## src/rtl/recorre_ram_pkg.sv

```systemverilog
// Shared types and constants for the multi-channel RAM address sequencer.
package recorre_ram_pkg;

    typedef enum logic [0:0] {
        ST_IDLE = 1'b0,
        ST_REQ  = 1'b1
    } state_t;

    localparam int DEF_ADDR_W    = 26;
    localparam int DEF_STEP_BASE = 2;
    localparam int OVR_W         = 8;

endpackage

```

## src/rtl/recorre_ram_multicanal_if.sv

```systemverilog
// Read-request bus between the address sequencer (master) and the RAM controller (slave).
interface recorre_ram_multicanal_if #(
    parameter int ADDR_W = 26,
    parameter int CH_W   = 1
);
    // A request transfers on a rising edge where rd_valid && rd_ack. Once
    // rd_valid rises, rd_addr/rd_ch hold until that edge. rd_ack with
    // rd_valid low has no effect.
    logic [ADDR_W-1:0] rd_addr;
    logic [CH_W-1:0]   rd_ch;
    logic              rd_valid;
    logic              rd_ack;

    modport master (output rd_addr, output rd_ch, output rd_valid, input rd_ack);
    modport slave  (input rd_addr, input rd_ch, input rd_valid, output rd_ack);
endinterface

```

## src/rtl/recorre_ram_canal.sv

```systemverilog
// One channel read pointer that walks base..limit by a variable step and wraps to base.
module recorre_ram_canal #(
    parameter int ADDR_W = 26
) (
    input  logic              clk,
    input  logic              load,
    input  logic              advance,
    input  logic [ADDR_W-1:0] step,
    input  logic [ADDR_W-1:0] base,
    input  logic [ADDR_W-1:0] limit,
    output logic [ADDR_W-1:0] ptr,
    output logic              wrap_now
);
    logic [ADDR_W-1:0] ptr_q, ptr_d;
    logic [ADDR_W:0]   nxt;

    // The extra bit catches overflow past the top of the address space.
    assign nxt      = {1'b0, ptr_q} + {1'b0, step};
    assign wrap_now = nxt[ADDR_W] || (nxt > {1'b0, limit});

    always_comb begin
        ptr_d = ptr_q;
        if (load) begin
            ptr_d = base;
        end else if (advance) begin
            ptr_d = wrap_now ? base : nxt[ADDR_W-1:0];
        end
    end

    always_ff @(posedge clk) begin
        ptr_q <= ptr_d;
    end

    assign ptr = ptr_q;

endmodule

```

## src/rtl/recorre_ram_multicanal.sv

```systemverilog
// Round-robin N-channel RAM read-address sequencer with valid/ack request port.
// Optional macro RECORRE_RAM_OVERRUN_EN adds the saturating dropped-tick counter overrun_cnt.
module recorre_ram_multicanal
    import recorre_ram_pkg::*;
#(
    parameter int ADDR_W    = DEF_ADDR_W,
    parameter int N_CH      = 2,
    parameter int STEP_BASE = DEF_STEP_BASE,
    parameter int CH_W      = (N_CH > 1) ? $clog2(N_CH) : 1
) (
    input  logic                   clk,
    input  logic                   reset,
    input  logic                   tick,
    input  logic                   restart,
    input  logic [1:0]             nivel,
    input  logic [N_CH*ADDR_W-1:0] base_addr,
    input  logic [N_CH*ADDR_W-1:0] limit_addr,
    recorre_ram_multicanal_if.master rd,
    output logic [N_CH-1:0]        wrap,
    output logic                   busy,
    output state_t                 dbg_state
`ifdef RECORRE_RAM_OVERRUN_EN
    ,
    output logic [OVR_W-1:0]       overrun_cnt
`endif
);
    state_t            state_q, state_d;
    logic [CH_W-1:0]   ch_q, ch_d;
    logic              pend_q, pend_d;
    logic              rst_pend_q, rst_pend_d;
    logic [N_CH-1:0]   wrap_q, wrap_d;
    logic [ADDR_W-1:0] ptr [N_CH];
    logic [N_CH-1:0]   wrap_now;
    logic [N_CH-1:0]   advance;
    logic [ADDR_W-1:0] step;
    logic [ADDR_W-1:0] sel_ptr;
    logic              accept;
    logic              reload;
    logic              load_all;
    logic              drop;

    assign step     = ADDR_W'(STEP_BASE) + ADDR_W'(nivel);
    assign accept   = (state_q == ST_REQ) && rd.rd_ack;
    assign load_all = reset || reload;

    for (genvar g = 0; g < N_CH; g++) begin : g_canal
        recorre_ram_canal #(.ADDR_W(ADDR_W)) u_canal (
            .clk      (clk),
            .load     (load_all),
            .advance  (advance[g]),
            .step     (step),
            .base     (base_addr[g*ADDR_W +: ADDR_W]),
            .limit    (limit_addr[g*ADDR_W +: ADDR_W]),
            .ptr      (ptr[g]),
            .wrap_now (wrap_now[g])
        );
    end

    always_comb begin
        sel_ptr = '0;
        for (int i = 0; i < N_CH; i++) begin
            if (ch_q == CH_W'(i)) sel_ptr = ptr[i];
        end
    end

    always_comb begin
        state_d    = state_q;
        ch_d       = ch_q;
        pend_d     = pend_q;
        rst_pend_d = rst_pend_q;
        wrap_d     = '0;
        advance    = '0;
        reload     = 1'b0;
        drop       = 1'b0;
        case (state_q)
            ST_IDLE: begin
                // Restart beats a same-cycle tick; that tick is simply lost.
                if (restart) begin
                    reload = 1'b1;
                    ch_d   = '0;
                    pend_d = 1'b0;
                end else if (tick || pend_q) begin
                    state_d = ST_REQ;
                    pend_d  = 1'b0;
                end
            end
            ST_REQ: begin
                if (accept) begin
                    if (restart || rst_pend_q) begin
                        reload     = 1'b1;
                        ch_d       = '0;
                        pend_d     = 1'b0;
                        rst_pend_d = 1'b0;
                        state_d    = ST_IDLE;
                    end else begin
                        for (int i = 0; i < N_CH; i++) begin
                            if (ch_q == CH_W'(i)) begin
                                advance[i] = 1'b1;
                                wrap_d[i]  = wrap_now[i];
                            end
                        end
                        ch_d    = (ch_q == CH_W'(N_CH-1)) ? '0 : ch_q + 1'b1;
                        pend_d  = 1'b0;
                        drop    = pend_q && tick;
                        state_d = (pend_q || tick) ? ST_REQ : ST_IDLE;
                    end
                end else begin
                    if (restart) rst_pend_d = 1'b1;
                    if (tick) begin
                        if (pend_q) drop = 1'b1;
                        else        pend_d = 1'b1;
                    end
                end
            end
            default: state_d = ST_IDLE;
        endcase
    end

    always_ff @(posedge clk) begin
        if (reset) begin
            state_q    <= ST_IDLE;
            ch_q       <= '0;
            pend_q     <= 1'b0;
            rst_pend_q <= 1'b0;
            wrap_q     <= '0;
        end else begin
            state_q    <= state_d;
            ch_q       <= ch_d;
            pend_q     <= pend_d;
            rst_pend_q <= rst_pend_d;
            wrap_q     <= wrap_d;
        end
    end

    assign rd.rd_valid = (state_q == ST_REQ);
    assign rd.rd_addr  = rd.rd_valid ? sel_ptr : '0;
    assign rd.rd_ch    = rd.rd_valid ? ch_q : '0;
    assign wrap        = wrap_q;
    assign busy        = (state_q != ST_IDLE);
    assign dbg_state   = state_q;

`ifdef RECORRE_RAM_OVERRUN_EN
    logic [OVR_W-1:0] ovr_q;

    always_ff @(posedge clk) begin
        if (reset) begin
            ovr_q <= '0;
        end else if (drop && (ovr_q != {OVR_W{1'b1}})) begin
            ovr_q <= ovr_q + 1'b1;
        end
    end

    assign overrun_cnt = ovr_q;
`else
    logic unused_drop;
    assign unused_drop = drop;
`endif

endmodule

```

## src/flat_wrapper.sv

```systemverilog
// flat-port wrapper written by rule: the top's interface ports become plain ports
module recorre_ram_multicanal_flat import recorre_ram_pkg::*;
#(
    parameter int ADDR_W    = DEF_ADDR_W,
    parameter int N_CH      = 2,
    parameter int STEP_BASE = DEF_STEP_BASE,
    parameter int CH_W      = (N_CH > 1) ? $clog2(N_CH) : 1
)
  (clk, reset, tick, restart, nivel, base_addr, limit_addr, wrap, busy, dbg_state, rd_rd_addr, rd_rd_ch, rd_rd_valid, rd_rd_ack);
  recorre_ram_multicanal_if #(.ADDR_W(ADDR_W), .CH_W(CH_W)) rd_i ();
  input  logic clk;
  input  logic reset;
  input  logic tick;
  input  logic restart;
  input  logic [1:0] nivel;
  input  logic [N_CH*ADDR_W-1:0] base_addr;
  input  logic [N_CH*ADDR_W-1:0] limit_addr;
  output logic [N_CH-1:0] wrap;
  output logic busy;
  output state_t dbg_state;
  output wire logic [$bits(rd_i.rd_addr)-1:0] rd_rd_addr;
  output wire logic [$bits(rd_i.rd_ch)-1:0] rd_rd_ch;
  output wire logic [$bits(rd_i.rd_valid)-1:0] rd_rd_valid;
  input wire logic [$bits(rd_i.rd_ack)-1:0] rd_rd_ack;
  assign rd_rd_addr = rd_i.rd_addr;
  assign rd_rd_ch = rd_i.rd_ch;
  assign rd_rd_valid = rd_i.rd_valid;
  assign rd_i.rd_ack = rd_rd_ack;
  recorre_ram_multicanal #(.ADDR_W(ADDR_W), .N_CH(N_CH), .STEP_BASE(STEP_BASE), .CH_W(CH_W)) u_core (.clk(clk), .reset(reset), .tick(tick), .restart(restart), .nivel(nivel), .base_addr(base_addr), .limit_addr(limit_addr), .rd(rd_i), .wrap(wrap), .busy(busy), .dbg_state(dbg_state));
endmodule
```

## config.mk

```make
export PLATFORM = sky130hd
export DESIGN_NAME = recorre_ram_multicanal_flat
export DESIGN_NICKNAME = d
export VERILOG_FILES = /design/src/rtl/recorre_ram_pkg.sv /design/src/rtl/recorre_ram_multicanal_if.sv /design/src/rtl/recorre_ram_canal.sv /design/src/rtl/recorre_ram_multicanal.sv /design/src/flat_wrapper.sv
export SDC_FILE = /design/constraint.sdc
export NUM_CORES = 1
export LEC_CHECK = 0
export BUFFER_PORTS_ARGS = -buffer_cell sky130_fd_sc_hd__buf_2
export CAP_MARGIN = 40
export CELL_PAD_IN_SITES_DETAIL_PLACEMENT = 1
export CELL_PAD_IN_SITES_GLOBAL_PLACEMENT = 1
export CORE_ASPECT_RATIO = 0.5
export CORE_UTILIZATION = 41
export DETAILED_ROUTE_END_ITERATION = 16
export PLACE_DENSITY_LB_ADDON = 0.1
export SLEW_MARGIN = 40
export SYNTH_ARGS = -nofsm -noshare
export SYNTH_HDL_FRONTEND = slang
export SYNTH_SLANG_ARGS = --single-unit
```

## constraint.sdc

```tcl
create_clock -name clk -period 5.02 [get_ports clk]
set_input_delay 0.502 -clock clk [delete_from_list [all_inputs] [get_ports clk]]
set_output_delay 0.502 -clock clk [all_outputs]
set_load 0.1 [all_outputs]
```

======== Word level (Yosys, flattened, before mapping) ========
Cells that the tools add are included.
word-level totals
  register bits ........................... 58
  bits of input ports ..................... 111
  output and inout port bits .............. 32
  word-level logic and storage cells ...... 72
operators by class
  $add $sub $neg .......................... 4
  order comparisons ....................... 2
  eq/ne operators ......................... 5
  muxes and demuxes ....................... 36
  bitwise gates (word level) .............. 3
  reductions and logical operators ........ 14
operators by type and width
  cell                 number
  $mux 26              8
  $add 26x26->27       2
  $gt 27x26->1         2
  $mux 1               21
  $reduce_or 5->1      2
  $pmux 1 s2           4
  $mux 2               3
  $ne 2x2->1 const B   3
  $reduce_bool 2->1    3
  $logic_or 1x1->1     5
  $reduce_and 2->1     2
  $add 2x2->3 const A  1
  $ne 3x2->1 const B   1
  $ne 3x3->1 const B   1
  $not 1->1            3
  $reduce_and 3->1     1
  $add 1x1->1 const B  1
  $logic_and 1x1->1    1

======== Longest topological paths before layout ========
  depth after elaboration ................. 7
  depth in mapped cells ................... 16
  depth with buffers taken out ............ 14

======== Cells and area by module ========
From an unflattened synthesis, not the netlist that was laid out.
unflattened totals
  cell total of the unflattened synthesis .. 791
  area total of the unflattened synthesis .. 7340.8 um^2
modules (own cells, without submodules)
  module                                         instances  cells an instance  area each (um^2)  seq. area each (um^2)
  recorre_ram_canal (u_core.g_canal[0].u_canal)  1          367                3329.4            780.7
  recorre_ram_canal (u_core.g_canal[1].u_canal)  1          331                3208.1            780.7
  recorre_ram_multicanal                         1          93                 803.3             120.1

======== Least setup slack after synthesis ========
No wires, ideal clock.
  path type ............................... input-to-reg
  start ................................... input port nivel[0]
  end ..................................... register u_core.g_canal[0].u_canal.ptr_q[21], data pin
  library setup time ...................... 0.260 ns
  arrival ................................. 3.605 ns
  required time ........................... 4.760 ns
  path slack .............................. 1.156 ns
  stages on the path ...................... 15
  path buffers ............................ 1
  path through ............................ ha_1 > fa_1 > a21oi_1 > nor4b_4 > nand2b_1 > nor3_1 > xor2_1 > ha_1 > nand2_1 > nor2_1 > a211oi_1 > o211ai_2 > o31ai_4 > buf_6 > mux2_2
between the ends
  word-level cells in the longest chain between the ends .. 7
ends and longest elaborated chain
  what                                           RTL line                      source
  start: declaration                             flat_wrapper.sv:15            input logic [1:0] nivel;
  $add 2x2->3 *                                  recorre_ram_multicanal.sv:42  assign step = ADDR_W'(STEP_BASE) + ADDR_W'(nivel);
  $add 26x26->27 *                               recorre_ram_canal.sv:18       assign nxt = {1'b0, ptr_q} + {1'b0, step};
  $gt 27x26->1                                   recorre_ram_canal.sv:19       assign wrap_now = nxt[ADDR_W] || (nxt > {1'b0, limit});
  $logic_or 1x1->1                               recorre_ram_canal.sv:19
  $mux 26 *                                      recorre_ram_canal.sv:26       ptr_d = wrap_now ? base : nxt[ADDR_W-1:0];
  $mux 26 *                                      recorre_ram_canal.sv:25       end else if (advance) begin
  $mux 26 *                                      recorre_ram_canal.sv:23       if (load) begin
  named net u_core.g_canal[0].u_canal.ptr_d[21]  recorre_ram_canal.sv:14       logic [ADDR_W-1:0] ptr_q, ptr_d;
  end signal: assignment                         recorre_ram_canal.sv:31       ptr_q <= ptr_d;
  end: declaration                               recorre_ram_canal.sv:14
The timed path passes the listed nets; every way through them passes the cells marked *. The select of a mux whose other input is x is not followed.
A chain may end at the register's enable or synchronous reset.

======== Worst setup path after layout ========
  start ................................... register u_core.g_canal[0].u_canal.ptr_q[0]
  end ..................................... register u_core.g_canal[0].u_canal.ptr_q[2], data pin
between the ends
  word-level cells in the longest chain between the ends .. 6
ends and longest elaborated chain
  what                                          RTL line
  $add 26x26->27 *                              recorre_ram_canal.sv:18
  $gt 27x26->1                                  recorre_ram_canal.sv:19
  $logic_or 1x1->1                              recorre_ram_canal.sv:19
  $mux 26 *                                     recorre_ram_canal.sv:26
  $mux 26 *                                     recorre_ram_canal.sv:25
  $mux 26 *                                     recorre_ram_canal.sv:23
  named net u_core.g_canal[0].u_canal.ptr_d[2]  recorre_ram_canal.sv:14
Marked as above.

==> out/metrics.yaml <==
grt:
  grt_usage_pct: 24.7
  grt_antenna_before_repair: 1
  first_global_vias: 5123
  grt_pass1_wl_um: 27000
  grt_max_degree: 39
  globalRouteOverflowTotal: 0
clock_tree:
  cts_buffers: 9
  postCtsSetupBuffers: 0
  cts_max_path_buffers: 2
  cts_sinks: 58
  cts-root-buf: "clkbuf_16"
  post_cts_resized: 0
  htreeDepth: 3
  ctsHoldBuffers: 0
  clk_transition_reported_paths_ns: 0.05
  clock_latency_ns: 0.33
  cts_tree: "built"
synth:
  synth_seq_area_share_pct: 29.8
  synth_top_family_by_area: "simple AND/OR/NAND/NOR gates"
  synthArstFlopShare_pct: 0
  avgSynthCellArea_um2: 9.35
  synth_area_mm2: 0.00565
  synth_top_cell_by_area: "edfxtp_1"
  synthSimpleGateAreaFrac_pct: 20.6
  synth_area_leaders: "edfxtp_1 (28%), ha_1 (13%), xnor2_1 (4.8%)"
  synth_flop_cell: "edfxtp_1"
  yosysUniqueCellTypes: 57
  synthXorXnorAreaFrac_pct: 7.71
  synth_compound_area_share_pct: 12.1
  synth-edff-count: 52
  ys_warn_count: 0
  synth-seq-cells: 58
  synth.mux.area_fraction_pct: 9.79
  synth_adder_area_share_pct: 13.6
  syn_inst: 604
  synth_top_cell_area_share_pct: 27.6
  synth_nets: 775
critical_path:
  path_class: "reg2reg"
  path_max_fanout: 21
  rrSetupSlack_ns: 0.39
  endpoint_kind: "register"
  r2r_start: "u_core.g_canal[0].u_canal.ptr[0]$_DFFE_PP_"
  reg2regPathDepth: 15
  crit_required_ns: 5.09
  worst_ep_arrival_time_ns: 4.70
  cp-start-kind: "register"
  rr_endpoint: "u_core.g_canal[0].u_canal.ptr[2]$_DFFE_PP_"
placed_design:
  io_buffers: 142
  place_hpwl_um: 13600
  globalplace.congestion: 0.866
  dpl_cell_area_mm2: 0.00650
detailed_routing:
  finalWirelength_um: 16900
  vias: 4919
  drtIter0Drc: 246
  avgRoutedWirePerCell_um: 18.5
  vias_per_cell: 5.38
  dr.pass1.iters: 4
  drc_errors: 0
  final_antenna_net_count: 0
timing:
  finalCritPeriodShare_pct: 92.2
  tns_ns: 0
  finClkSkew_ns: 0.0116
  rsz0062_at_grt: "no"
  slew_violations: 0
  hold_ws_ns: 0.428
  tightest_slew_ns: 0.652
  min_period_ns: 4.63
  fmax_mhz: 216
  max_slew_margin_pct: 56.4
  setup_violations: 0
  final-hold-violation-count: 0
finish:
  stdcell_area_mm2: 0.00681
  antennaDiodeCount: 0
  nNetsFinal: 911
  drive_gt1_share_pct: 26.4
  syn_to_final_growth_pct: 20.6
  fillers: 1562
power:
  vdd_drop_max_mv: 0.176
  powerDensity_mw_per_mm2: 286
  p_leak_uw: 0.00307
  finalPower_uw: 1950
worst_hold_path:
  hold_depth: 2
  hold_start: "rd_rd_ack"
  whs_endpoint: "u_core.rst_pend_q$_SDFFE_PP0P_"
  hold_class: "in2reg"
floorplanning:
  ios: 143
  fp.dieW_um: 168
  die_area_mm2: 0.0143
  rows: 29
  coreArea_mm2: 0.0131
  die_y_um: 85
  initial_core_util_pct: 43.2
run_status:
  run_status: "complete, no violations"
run:
  maxCapViolCount: 0
-- cell type report --
cell class / count / area [um^2] / area share, %
clock inverter: 6 / 81.3 / 1.19
timing repair buffer: 151 / 791 / 11.6
clock buffer: 10 / 229 / 3.36
multi-input combinational: 463 / 3600 / 52.9
tap: 170 / 213 / 3.12
inverter: 57 / 214 / 3.14
sequential: 58 / 1680 / 24.7
-- layout by cell type (no fill, tap or decap), types with 5 or more instances in the layout --
cell	n
a22oi_2	20
and4_1	8
a21oi_1	25
dfxtp_1	5
nor3_1	5
buf_2	142
mux2i_1	26
nand2_1	27
nand4_1	23
clkbuf_16	9
mux2_1	24
nand3_1	18
ha_1	58
o21ai_0	8
a21o_1	5
and2_1	6
nor2b_1	30
buf_4	8
a211oi_1	6
nand2b_1	7
edfxtp_1	52
and3_1	10
xor2_1	15
nor2_1	68
inv_1	57
xnor2_1	31
-- worst max-delay path by stage --
stage,start,to,slack [ns]
after global routing,u_core.g_canal[0].u_canal.ptr[0]$_DFFE_PP_,u_core.g_canal[0].u_canal.ptr[11]$_DFFE_PP_,0.14
final,u_core.g_canal[0].u_canal.ptr[0]$_DFFE_PP_,u_core.g_canal[0].u_canal.ptr[2]$_DFFE_PP_,0.39
after global placement,nivel[1],u_core.g_canal[0].u_canal.ptr[19]$_DFFE_PP_,0.23
after CTS,u_core.g_canal[0].u_canal.ptr[0]$_DFFE_PP_,u_core.g_canal[0].u_canal.ptr[2]$_DFFE_PP_,0.37
after floorplan,nivel[0],u_core.g_canal[0].u_canal.ptr[21]$_DFFE_PP_,1.16
after detailed placement,nivel[1],u_core.g_canal[0].u_canal.ptr[1]$_DFFE_PP_,0.18
-- kinds of logic after synthesis --
group	Yosys count
AOI/OAI and AO/OA	84
and+or+nand+nor	219
DFF	58
xor gates and xnor gates	48
muxes	52
buffers and inverters	83
adders and majority gates	60
-- per-stage QoR --
step                setup WS [ns]  cells  util [%]
detailed placement          0.182    899      49.8
CTS                         0.372    915      52.2
finish                      0.391    915      52.2
global route                0.140    915      52.2
global placement            0.230    899      49.8
floorplan                    1.16    604         -
-- cells in the mapped netlist, types with 7 or more instances --
cell type,instances
ha_1,58
o21ai_0,8
and4_1,8
inv_1,57
clkbuf_1,13
nand4_1,23
nand2_1,28
nand3_1,18
a22oi_2,20
nor2b_1,30
xnor2_1,31
edfxtp_1,52
and3_1,10
nor2_1,68
nand2b_1,7
mux2i_1,26
a21oi_1,25
mux2_1,24
xor2_1,15
-- worst max-delay path, stage by stage (launching register included) --
cell and delay, ns:
edfxtp_1 0.41, ha_1 0.23, fa_1 0.41, a21oi_1 0.42, nor4b_4 0.12, nand2b_1 0.17
nor2_1 0.07, xor2_1 0.17, ha_1 0.32, nand4_1 0.15, nor4_1 0.56, o31ai_1 0.22
a31oi_1 0.40, o31ai_4 0.16, buf_12 0.20, mux2_1 0.33
-- flip-flops by register name (all words and copies together), names as in the netlist --
| name | count |
|---|---|
| u_core.pend_q | 1 |
| u_core.wrap | 2 |
| u_core.busy | 1 |
| u_core.ch_q | 1 |
| u_core.g_canal.u_canal.ptr | 52 |
| u_core.rst_pend_q | 1 |
-- metal layers --
layer,vias to the layer above,global-route usage [%],wire [um]
li1,2428,-,-
met1,2352,35.6,8650
met2,130,38.8,7290
met3,9,4.20,813
met4,0,5.42,137
met5,-,0,0
-- power breakdown --
part | switching [uW] | internal (uW) | total, uW
combinational | 370 | 244 | 614
sequential | 87.3 | 597 | 684
clock | 220 | 431 | 651
total | 678 | 1270 | 1950
No activity file was read; power rests on OpenSTA's default activity.
